===== config.mk =====
export PLATFORM = sky130hd
export DESIGN_NAME = timer_tstamp_fifo
export DESIGN_NICKNAME = d
export VERILOG_FILES = /design/src/rtl/timer_tstamp_fifo.sv
export SDC_FILE = /design/constraint.sdc
export NUM_CORES = 1
export LEC_CHECK = 0
export BUFFER_PORTS_ARGS = -buffer_cell sky130_fd_sc_hd__buf_2
export CORE_ASPECT_RATIO = 0.9
export CORE_UTILIZATION = 51
export DETAILED_ROUTE_END_ITERATION = 12
export PLACE_DENSITY = 0.76
export SLEW_MARGIN = 20
export SYNTH_ARGS = -nofsm -noshare
export SYNTH_HDL_FRONTEND = slang
export SYNTH_SLANG_ARGS = --single-unit
export TNS_END_PERCENT = 100

===== constraint.sdc =====
create_clock -name clk -period 2.8 [get_ports clk]
set_clock_uncertainty 0.1 [all_clocks]
set_input_delay 0.14 -clock clk [delete_from_list [all_inputs] [get_ports clk]]
set_output_delay 0.14 -clock clk [all_outputs]
set_load 0.01 [all_outputs]

===== src/rtl/timer_tstamp_fifo.sv =====
// Timestamp capture FIFO for the timer peripheral.
// Each rising edge of timer_irq_i stores the current 64-bit timer value.
// The CPU sees the oldest entry on ts_high_o/ts_low_o and discards it with pop_i.
// irq_o stays high while any entry is pending.
// Events that arrive while the FIFO is full and no pop is freeing a slot are
// dropped and counted in a saturating counter.
//
// Pop strobe semantics:
//   pop_i is a single-cycle request. It takes effect only when count_o != 0
//   and clear_i is low. A pop on an empty FIFO is ignored silently.
module timer_tstamp_fifo #(
   parameter int DATA_W     = 32,
   parameter int DEPTH_LOG2 = 2,
   parameter int OVF_W      = 8
) (
   input  logic                  clk,
   input  logic                  rst,
   input  logic                  timer_irq_i,
   input  logic [2*DATA_W-1:0]   timer_val_i,
   input  logic                  clear_i,
   input  logic                  pop_i,
   output logic [DATA_W-1:0]     ts_low_o,
   output logic [DATA_W-1:0]     ts_high_o,
   output logic [DEPTH_LOG2:0]   count_o,
   output logic                  full_o,
   output logic [OVF_W-1:0]      ovf_cnt_o,
   output logic                  irq_o
);

   localparam int TS_W  = 2 * DATA_W;
   localparam int DEPTH = 1 << DEPTH_LOG2;
   localparam int CNT_W = DEPTH_LOG2 + 1;
   localparam logic [CNT_W-1:0] DEPTH_C = CNT_W'(DEPTH);

   logic [TS_W-1:0]       mem [DEPTH];
   logic [DEPTH_LOG2-1:0] wptr;
   logic [DEPTH_LOG2-1:0] rptr;
   logic [CNT_W-1:0]      count;
   logic [OVF_W-1:0]      ovf_cnt;
   logic                  irq_q;

   logic                  evt;
   logic                  full;
   logic                  do_pop;
   logic                  do_push;
   logic                  do_drop;
   logic [TS_W-1:0]       head;

   // Decode event and push/pop/drop qualifiers; clear overrides everything.
   always_comb begin
      evt     = timer_irq_i & ~irq_q;
      full    = (count == DEPTH_C);
      do_pop  = pop_i & (count != '0) & ~clear_i;
      // A pop in the same cycle frees the slot, so a full FIFO still accepts.
      do_push = evt & ~clear_i & (~full | do_pop);
      do_drop = evt & ~clear_i & full & ~do_pop;
   end

   // Edge-detect register samples the interrupt every cycle, even during clear.
   always_ff @(posedge clk or negedge rst) begin
      if (!rst) irq_q <= 1'b0;
      else      irq_q <= timer_irq_i;
   end

   // Pointers, occupancy and the saturating drop counter.
   always_ff @(posedge clk or negedge rst) begin
      if (!rst) begin
         wptr    <= '0;
         rptr    <= '0;
         count   <= '0;
         ovf_cnt <= '0;
      end else if (clear_i) begin
         wptr    <= '0;
         rptr    <= '0;
         count   <= '0;
         ovf_cnt <= '0;
      end else begin
         if (do_push) wptr <= wptr + DEPTH_LOG2'(1);
         if (do_pop)  rptr <= rptr + DEPTH_LOG2'(1);
         count <= count + CNT_W'(do_push) - CNT_W'(do_pop);
         if (do_drop && (ovf_cnt != '1)) ovf_cnt <= ovf_cnt + OVF_W'(1);
      end
   end

   // Storage array; contents need no reset because count gates the output.
   always_ff @(posedge clk) begin
      if (do_push) mem[wptr] <= timer_val_i;
   end

   // Head read and status outputs, all derived from registered state.
   always_comb begin
      head      = (count != '0) ? mem[rptr] : '0;
      ts_low_o  = head[DATA_W-1:0];
      ts_high_o = head[TS_W-1:DATA_W];
      count_o   = count;
      full_o    = full;
      ovf_cnt_o = ovf_cnt;
      irq_o     = (count != '0);
   end

endmodule


==> summary.txt, run 1 <==
grt total ovfl: 0
die footprint: 0.0213 mm²
Synth Area in XOR/XNOR: 0.414%
Max Cap Viol: 0
most frequent cells in the layout: edfxtp_1 (256), buf_2 (145), dlygate4sd3_1 (69), mux4_2 (64), and2_1 (64)
Crit Path Category: flip-flop to flip-flop
number of diodes: 0
Yosys cell types: 37
Via Count: 5531
Post-Syn Area: 0.0106 mm²
Synth Area in Simple Gates: 6.67%
status: complete, no violations
asr flop ratio synth: 5.88%
RSZ-0062 raised after global routing: false
met3 Usage GRT: 3.69%
GR Layer Usage met2: 32.8%
Static Leakage: 0.00465 µW
crit path DAT: 2.80 ns
register area share after synthesis: 76.4%
Pwr Density: 754 mW/mm²
vias per std cell: 5.50
DRT iter0 DRCs: 310
post-synthesis net count: 578
CP Capture Type: flip-flop
commonest non-fill, non-tap cell in the layout: edfxtp_1
leading area contributor after synthesis: edfxtp_1
Slew @ Worst Pin: 0.749 ns
#FFs+latches synth: 272
ys flop type: edfxtp_1
Slew HR: 49.9%
Die Width: 154 µm
area fraction in compound gates after synthesis: 0.863%
dpl hpwl: 10.7 mm
largest net degree at the start of global routing: 68
Placement Setup Slack: 0.111 ns
Min-Delay Path Class: input port to flip-flop
total CTS buffers: 27
critical path peak fanout: 67
number of routed nets with antenna violations: 0
met1 usage: 25.3%
CTS tree: done
wire length per cell: 19.9 µm
Max Root-Sink Buffers: 3
routability cong.: 0.805
mux cell area share after synthesis: 13.7%
Avg Inst Size Synth: 21.1 µm²
Worst setup SP type: flip-flop
synthesized instance count: 502
Final Max Tran Viols: 0
period utilization: 89.6%
GR peak layer: met2
ratio of cells with drive above 1 in the final layout: 36.0%
routed wire length: 20.0 mm
adder-cell share of the synthesized area: 0.899%
Row Count: 49
YS warnings: 0
WP data required: 3.09 ns
post-synth top area share: 72.6%
Final Setup Violations: 0
largest cells by area after synthesis: edfxtp_1 (73%), mux4_2 (14%), and2_1 (4.0%)
Worst-Skew Late Latency: 0.51 ns
area growth from synthesis to layout: 24.8%
Core Region: 0.0202 mm²
Clock transition at path regs: 0.06 ns
R2R cell count: 10
final hold viol count: 0
I/O Buffers: 145
Post-synth EDFFs: 256
fin worst setup slack: 0.292 ns
first-pass GRT wire length: 31.6 mm
IO Count: 146
maximum vdd drop: 0.811 mV
clock sink count: 272
starting density of the core: 52.5%
H-tree Lvls: 1
Min Clock Period, post-route: 2.51 ns
clk root buf: clkbuf_16
FMAX: 0.399 GHz
Die H: 139 µm
drt pass-1 iters: 4
largest family of logic cells by synthesized area: multiplexers
drt drc: 0
hold path cells: 2
vias in the first global route: 5864
Nets: 808
Tot GR Track Use: 19.2%
antenna violations before repair: 0
Total Neg Setup Slack: 0 ns
## sequential cells by signal, indices dropped and copies added, names as in the netlist
name	flops
count_o	3
ovf_cnt_o	8
irq_q	1
mem	256
rptr	2
wptr	2
## kinds of logic after synthesis
| group | after synthesis |
|---|---|
| compound gates | 15 |
| xor+xnor | 5 |
| fa+ha+maj | 7 |
| buf+inv | 26 |
| flops | 272 |
| mux | 65 |
| simple gates | 112 |
## power breakdown
group	switching, µW	internal [µW]
clock network	1420	1870
logic	1050	1040
registers	39.8	4550
total	2510	7460
## cell type report
class,count,area (µm²)
inverter,3,11.3
timing repair buffer,224,1580
clock inverter,15,108
multi-input combinational,204,2400
sequential,272,8100
fill,1347,6960
tap,255,319
clock buffer,33,698
## metal layers
layer	share of wire, %	vias to the layer above
li1	-	2476
met3	5.9	37
met5	0	-
met4	2.3	0
met1	42	2826
met2	50	192
## cells in the mapped netlist (all sizes together) (2+ instances only)
| library cell | count |
|---|---|
| edfxtp | 256 |
| and2 | 68 |
| mux4 | 64 |
| dfrtp | 16 |
| buf | 13 |
| nor2 | 11 |
| clkbuf | 10 |
| a21oi | 9 |
| nand2 | 7 |
| ha | 6 |
| nand3 | 5 |
| nor3 | 5 |
| inv | 3 |
| or4 | 3 |
| xor2 | 3 |
| nor2b | 2 |
| nor4 | 2 |
| o21ai | 2 |
| o31ai | 2 |
| or3 | 2 |
| xnor2 | 2 |
## path summary, 6_finish.rpt
check                                to  slack, ns         start
max in group asynchronous       rptr[1]       1.38           rst
hold reg to reg            ovf_cnt_o[5]       0.50  ovf_cnt_o[5]
hold / removal                    irq_q       0.20   timer_irq_i
min in group asynchronous    count_o[1]       0.67           rst
setup / recovery             count_o[2]       0.29    count_o[2]
setup reg to reg             count_o[2]       0.29    count_o[2]
## critical path: stages, from the launching register on
cell     delay [ns]
dfrtp_1        0.44
or3_2          0.18
buf_6          0.42
nand3_1        0.15
a21oi_1        0.15
ha_1           0.15
inv_1          0.05
fa_1           0.38
xor2_1         0.18
xnor2_1        0.13
nor2_1         0.06
## through the flow
stage | area, µm² | instances | hold slack, ns | util [%] | total power, µW
CTS | 13200 | 1006 | 0.188 | 65.5 | 10100
finish | 13200 | 1006 | 0.204 | 65.5 | 9970
global route | 13200 | 1006 | 0.196 | 65.5 | 10400
detailed placement | 11700 | 889 | -0.0222 | 58.1 | 6710
floorplan | 10600 | 502 | -0.256 | - | 5970
global placement | 11700 | 889 | -0.0318 | 58.1 | 6670
## repair_timing
item	in CTS	in global routing
resized for setup	0	1
hold buffers	69	0
endpoints found under the setup margin	0	1
buffers inserted	0	0
endpoints found under the hold margin	288	0
Power figures use the tool's default switching activity.
==> run 2, diff against run 1 <==
CELL_PAD_IN_SITES_DETAIL_PLACEMENT = 0   (was not set)
CELL_PAD_IN_SITES_GLOBAL_PLACEMENT = 1   (was not set)
CORE_UTILIZATION = 45   (was 51)
PLACE_DENSITY = 0.77   (was 0.76)
==> run 2 against run 1 <==
Clock power is 12% higher. Non-clock buffer count increased by 8. Largest cell class unchanged. Fmax decreased by 3.7%. Total power increased by 4.4%. Sequential share of layout area shrank 1.3 points. Highest routed layer unchanged. Flip-flop and latch count unchanged. Combinational power down 2%.
==> summary.txt, run 2 (synthesis gave the netlist of run 1 again) <==
status: complete, no violations (unchanged)
die footprint: 0.0241 mm² (was 0.0213 mm²)
Biggest register: mem (unchanged)
Slew @ Worst Pin: 0.758 ns (was 0.749 ns)
drt pass-1 iters: 5 (was 4)
grt total ovfl: 0 (unchanged)
Pwr Total: 10400 µW (was 9970 µW)
maximum vdd drop: 0.546 mV (was 0.811 mV)
Core Region: 0.0228 mm² (was 0.0202 mm²)
I/O Buffers: 145 (unchanged)
Nets: 817 (was 808)
Crit path buffers/inverters: 2 (unchanged)
critical path peak fanout: 19 (was 67)
FMAX: 0.384 GHz (was 0.399 GHz)
Fin Hold WS: 0.196 ns (was 0.204 ns)
CTS tree: done (unchanged)
largest net degree at the start of global routing: 68 (unchanged)
starting density of the core: 46.5% (was 52.5%)
Worst-Skew Late Latency: 0.54 ns (was 0.51 ns)
Min Clock Period, post-route: 2.60 ns (was 2.51 ns)
dpl hpwl: 12.5 mm (was 10.7 mm)
Static Leakage: 0.00476 µW (was 0.00465 µW)
GR Layer Usage met2: 30.9% (was 32.8%)
vias per std cell: 5.27 (was 5.50)
CP Capture Type: output pin (was flip-flop)
drt drc: 0 (unchanged)
max reg flops: 256 (unchanged)
met3 Usage GRT: 3.70% (was 3.69%)
WP data required: 2.56 ns (was 3.09 ns)
number of routed nets with antenna violations: 0 (unchanged)
Final Setup Violations: 0 (unchanged)
clock sink count: 272 (unchanged)
clk root buf: clkbuf_16 (unchanged)
Pwr Density: 771 mW/mm² (was 754 mW/mm²)
first-pass GRT wire length: 32.7 mm (was 31.6 mm)
Max Root-Sink Buffers: 3 (unchanged)
most frequent cells in the layout: edfxtp_1 (256), buf_2 (145), dlygate4sd3_1 (69), mux4_2 (64), and2_1 (64) (unchanged)
IO Count: 146 (unchanged)
GR peak layer: met2 (unchanged)
Min-Delay Path Class: input port to flip-flop (unchanged)
H-tree Lvls: 1 (unchanged)
Die H: 147 µm (was 139 µm)
total CTS buffers: 28 (was 27)
period utilization: 93.0% (was 89.6%)
CP max stage cell: dfrtp_4 (was dfrtp_1)
Crit Path Category: flip-flop to output pin (was flip-flop to flip-flop)
RSZ-0062 raised after global routing: false (unchanged)
wire length per cell: 19.6 µm (was 19.9 µm)
commonest non-fill, non-tap cell in the layout: edfxtp_1 (unchanged)
crit path DAT: 2.36 ns (was 2.80 ns)
Largest stage delay, worst path: 0.70 ns (was 0.44 ns)
Final Max Tran Viols: 0 (unchanged)
area growth from synthesis to layout: 27.6% (was 24.8%)
Row Count: 52 (was 49)
Tot GR Track Use: 17.7% (was 19.2%)
routed wire length: 20.8 mm (was 20.0 mm)
Total Neg Setup Slack: 0 ns (unchanged)
met1 usage: 22.8% (was 25.3%)
CP Cell Sequence: buf_4 -> mux4_2 -> and2_1 -> buf_2 (was or3_2 -> buf_6 -> nand3_1 -> a21oi_1 -> ha_1 -> inv_1 -> fa_1 -> xor2_1 -> xnor2_1 -> nor2_1)
final hold viol count: 0 (unchanged)
Die Width: 164 µm (was 154 µm)
Clock transition at path regs: 0.06 ns (about the same)
Slew HR: 49.3% (was 49.9%)
setup bufs post-CTS: 0 (unchanged)
DRT iter0 DRCs: 298 (was 310)
ratio of cells with drive above 1 in the final layout: 37.1% (was 36.0%)
routability cong.: 0.777 (was 0.805)
Via Count: 5584 (was 5531)
Max Cap Viol: 0 (unchanged)
Worst setup SP type: flip-flop (unchanged)
delay-heaviest family, CP: flip-flops (was adder cells)
antenna violations before repair: 1 (was 0)
vias in the first global route: 6085 (was 5864)
[run 2: changes by cell type in the layout (fill, tap and decap cells not counted), moves of 2 or more]
cell / previous run / this run
bufinv_16: 1 / 4
buf_4: 2 / 6
clkbuf_1: 6 / 4
buf_12: 7 / 11
[run 2: what timing repair did]
item                                    in CTS  in global routing
hold buffers                                69                  0
resized for setup                            0                  1
endpoints found under the setup margin       0                  1
endpoints found under the hold margin      288                  0
[run 2: worst paths after layout]
check,start,to,slack (ns),cells past startpoint
max,rptr[0],ts_low_o[14],0.20,4
min,timer_irq_i,irq_q,0.20,2
max reg2reg,count_o[2],count_o[2],0.35,10
min reg2reg,ovf_cnt_o[1],ovf_cnt_o[1],0.50,2
max in group asynchronous,rst,rptr[1],1.40,3
min in group asynchronous,rst,ovf_cnt_o[7],0.63,3
[run 2: metrics by stage]
| stage | instance area [µm²] | setup slack [ns] | instances | utilization (%) |
|---|---|---|---|---|
| finish | 13500 | 0.195 | 1060 | 59.3 |
| global route | 13500 | 0.0669 | 1060 | 59.3 |
| CTS | 13500 | 0.125 | 1059 | 59.3 |
| detailed placement | 11900 | 0.163 | 939 | 52.1 |
| global placement | 11900 | 0.231 | 939 | 52.1 |
| floorplan | 10600 | 0.178 | 502 | - |
[run 2: routing by layer]
metal | share of wire, % | up-vias
li1 | - | 2510
met1 | 42 | 2873
met2 | 50 | 170
met3 | 5.9 | 31
met4 | 1.7 | 0
met5 | 0 | -
[run 2: area by class of cell]
class	instances	area, µm²
repair buffers	232	1690
flip-flops and latches	272	8100
fillers	1721	9270
multi-input cells	204	2400
well taps	297	372
diodes	1	2.50
clock inverters	19	220
inverters	3	11.3
clock buffers	32	716
[run 2: where the power goes]
| group | internal [µW] | switching (µW) | total (µW) | leakage, µW |
|---|---|---|---|---|
| clock | 2210 | 1490 | 3700 | 0.000458 |
| sequential | 4550 | 112 | 4660 | 0.00253 |
| combinational | 1070 | 984 | 2050 | 0.00178 |
| total | 7830 | 2580 | 10400 | 0.00476 |
==> run 3, diff against run 2 <==
ABC_AREA = 1   (was not set)
CORE_UTILIZATION = 40   (was 45)
PLACE_DENSITY = 0.71   (was 0.77)
==> run 3 against run 2 <==
Worst hold slack got worse by 0.037 ns. Via count rose by 28%. Largest cell class unchanged. Register-to-register slack gained 0.28 ns. Highest routed layer unchanged. First-iteration DRC count up 88%. Final cell count rose by 38%. Critical path depth increased by 1. Critical path type unchanged. Combinational power grew 30%. Sequential power is 1% lower. Wire length increased by 17%. Clock power shrank 7.3%. Non-clock buffer count is 3 higher.
==> summary.txt, run 3 <==
commonest non-fill, non-tap cell in the layout: nor2_1 (was edfxtp_1)
Final Setup Violations: 0 (unchanged)
FMAX: 0.398 GHz (was 0.384 GHz)
Static Leakage: 0.00507 µW (was 0.00476 µW)
Final Max Tran Viols: 0 (unchanged)
grt total ovfl: 0 (unchanged)
Avg Inst Size Synth: 12.4 µm² (was 21.1 µm²)
filler instances: 2315 (was 1721)
Min-Delay Path Class: input port to flip-flop (unchanged)
total CTS buffers: 28 (unchanged)
vias in the first global route: 6596 (was 6085)
Die Width: 176 µm (was 164 µm)
Total Neg Setup Slack: 0 ns (unchanged)
largest cells by area after synthesis: edfxtp_1 (71%), nor2_1 (9.6%), o21ai_0 (6.2%) (was edfxtp_1 (73%), mux4_2 (14%), and2_1 (4.0%))
dpl hpwl: 13.5 mm (was 12.5 mm)
die footprint: 0.0279 mm² (was 0.0241 mm²)
Worst setup SP type: flip-flop (unchanged)
WP data required: 2.56 ns (about the same)
Pwr Density: 787 mW/mm² (was 771 mW/mm²)
largest net degree at the start of global routing: 129 (was 68)
post-synthesis net count: 958 (was 578)
maximum vdd drop: 0.698 mV (was 0.546 mV)
Post-Syn Area: 0.0109 mm² (was 0.0106 mm²)
YS warnings: 0 (unchanged)
final hold viol count: 0 (unchanged)
ratio of cells with drive above 1 in the final layout: 19.2% (was 37.1%)
most frequent cell after synthesis: nor2_1 (was edfxtp_1)
Yosys cell types: 24 (was 37)
Min Clock Period, post-route: 2.51 ns (was 2.60 ns)
leading area contributor after synthesis: edfxtp_1 (unchanged)
max reg flops: 256 (unchanged)
CP max stage cell: dfrtp_4 (unchanged)
Largest stage delay, worst path: 0.49 ns (was 0.70 ns)
ys flop type: edfxtp_1 (unchanged)
first-pass GRT wire length: 36.9 mm (was 32.7 mm)
status: complete, no violations (unchanged)
vias per std cell: 4.87 (was 5.27)
RSZ-0062 raised after global routing: false (unchanged)
critical path peak fanout: 34 (was 19)
asr flop ratio synth: 5.88% (unchanged)
CP Capture Type: output pin (unchanged)
Tot GR Track Use: 17.4% (was 17.7%)
Nets: 1174 (was 817)
Max Cap Viol: 0 (unchanged)
antenna violations before repair: 1 (unchanged)
Row Count: 56 (was 52)
CP Cell Sequence: clkinv_2 -> buf_4 -> o21ai_0 -> a21oi_1 -> buf_2 (was buf_4 -> mux4_2 -> and2_1 -> buf_2)
Via Count: 7154 (was 5584)
synthesized instance count: 882 (was 502)
DRT iter0 DRCs: 561 (was 298)
Clock transition at path regs: 0.06 ns (about the same)
Layout Utilization: 51.4% (was 59.3%)
crit path DAT: 2.27 ns (was 2.36 ns)
clock sink count: 272 (unchanged)
most frequent cells in the layout: nor2_1 (274), edfxtp_1 (256), buf_2 (145), o21ai_0 (135), dlygate4sd3_1 (69) (was edfxtp_1 (256), buf_2 (145), dlygate4sd3_1 (69), mux4_2 (64), and2_1 (64))
register area share after synthesis: 74.2% (was 76.4%)
drt drc: 0 (unchanged)
Pwr Total: 10700 µW (was 10400 µW)
Biggest register: mem (unchanged)
starting density of the core: 41.3% (was 46.5%)
Slew @ Worst Pin: 0.858 ns (was 0.758 ns)
clk root buf: clkbuf_16 (unchanged)
setup bufs post-CTS: 0 (unchanged)
number of routed nets with antenna violations: 0 (unchanged)
period utilization: 89.7% (was 93.0%)
Post-synth EDFFs: 256 (unchanged)
H-tree Lvls: 1 (unchanged)
routability cong.: 0.753 (was 0.777)
post-synth top area share: 70.5% (was 72.6%)
routed wire length: 24.3 mm (was 20.8 mm)
Crit Path Category: flip-flop to output pin (unchanged)
I/O Buffers: 145 (unchanged)
Die H: 159 µm (was 147 µm)
IO Count: 146 (unchanged)
CTS tree: done (unchanged)
Worst-Skew Late Latency: 0.53 ns (was 0.54 ns)
commonest cells in the netlist: nor2_1 (278), edfxtp_1 (256), o21ai_0 (135), a21oi_1 (65), nand3_1 (22) (was edfxtp_1 (256), and2_1 (68), mux4_2 (64), dfrtp_1 (16), nor2_1 (11))
Slew HR: 42.8% (was 49.3%)
drt pass-1 iters: 4 (was 5)
#FFs+latches synth: 272 (unchanged)
area growth from synthesis to layout: 24.6% (was 27.6%)
wire length per cell: 16.6 µm (was 19.6 µm)
Max Root-Sink Buffers: 3 (unchanged)
Core Region: 0.0264 mm² (was 0.0228 mm²)
## run 3: cell types whose count changed after synthesis, sizes merged, moves of 3 or more
cell	previous run	this run
o21ai	2	135
buf	13	36
mux4	64	0
clkbuf	10	13
a21oi	9	65
and2	68	0
or4	3	0
nand3	5	22
inv	3	23
nand2	7	19
nor2	11	278
## run 3: critical path: cells and delay by family (launching register included)
| kind | cells | cell delay (ns) |
|---|---|---|
| DFF | 1 | 0.49 |
| buffers and inverters | 3 | 0.80 |
| AOI/OAI and AO/OA | 2 | 0.43 |
## run 3: routing by layer
layer  up-vias  GRT usage (%)  routed length (µm)
li1       3531              -                   -
met1      3405           24.2               11300
met2       188           28.8               11400
met3        30           2.63                1260
met4         0           3.93                 423
met5         -              0                   0
## run 3: report_power, final
| part | internal (µW) | switching [µW] |
|---|---|---|
| clock network | 1970 | 1470 |
| logic | 882 | 1780 |
| registers | 4550 | 44.2 |
| total | 7400 | 3290 |
## run 3: worst paths after layout
kind                        startpoint            end  slack, ns  depth (start not counted)
max reg2reg                 count_o[1]     count_o[2]       0.63                         10
min in group asynchronous          rst   ovf_cnt_o[6]       0.64                          3
min reg2reg                    wptr[1]        wptr[1]       0.48                          2
max                            rptr[0]  ts_high_o[24]       0.29                          5
min                        timer_irq_i          irq_q       0.16                          2
max in group asynchronous          rst        rptr[0]       1.40                          3
## run 3: cell families after synthesis
group,Yosys count,synth area share [%]
AND/OR/NAND/NOR,324,11.5
AO/OA/AOI/OAI,201,9.25
adder cells (fa/ha/maj),7,0.873
XOR/XNOR,5,0.402
buffers and inverters,73,3.72
flip-flops,272,74.2
## run 3: final cells by class
type / instances / area [µm²] / area share, %
Sequential cell: 272 / 8090 / 59.6
Multi-Input combinational cell: 537 / 2430 / 17.9
Timing Repair Buffer: 235 / 1670 / 12.3
Clock buffer: 33 / 741 / 5.46
Tap cell: 348 / 435 / 3.21
Clock inverter: 18 / 108 / 0.792
Inverter: 24 / 91.3 / 0.673
Antenna cell: 1 / 2.50 / 0.0184
## run 3: per-stage QoR
| step | instances | instance area, µm² | hold slack, ns | worst slack (ns) |
|---|---|---|---|---|
| 2_1_floorplan | 882 | 10900 | -0.256 | -0.314 |
| 3_3_place_gp | 1347 | 12000 | -0.0116 | 0.682 |
| 5_1_grt | 1468 | 13600 | 0.159 | 0.133 |
| 6_report | 1468 | 13600 | 0.158 | 0.288 |
| 4_1_cts | 1467 | 13600 | 0.141 | 0.266 |
| 3_5_place_dp | 1347 | 12000 | -0.0140 | 0.646 |
## run 3: timing repair
action	4_1_cts	5_1_grt
gates resized for setup	0	0
hold buffers	69	0
endpoints found under the hold margin	283	0
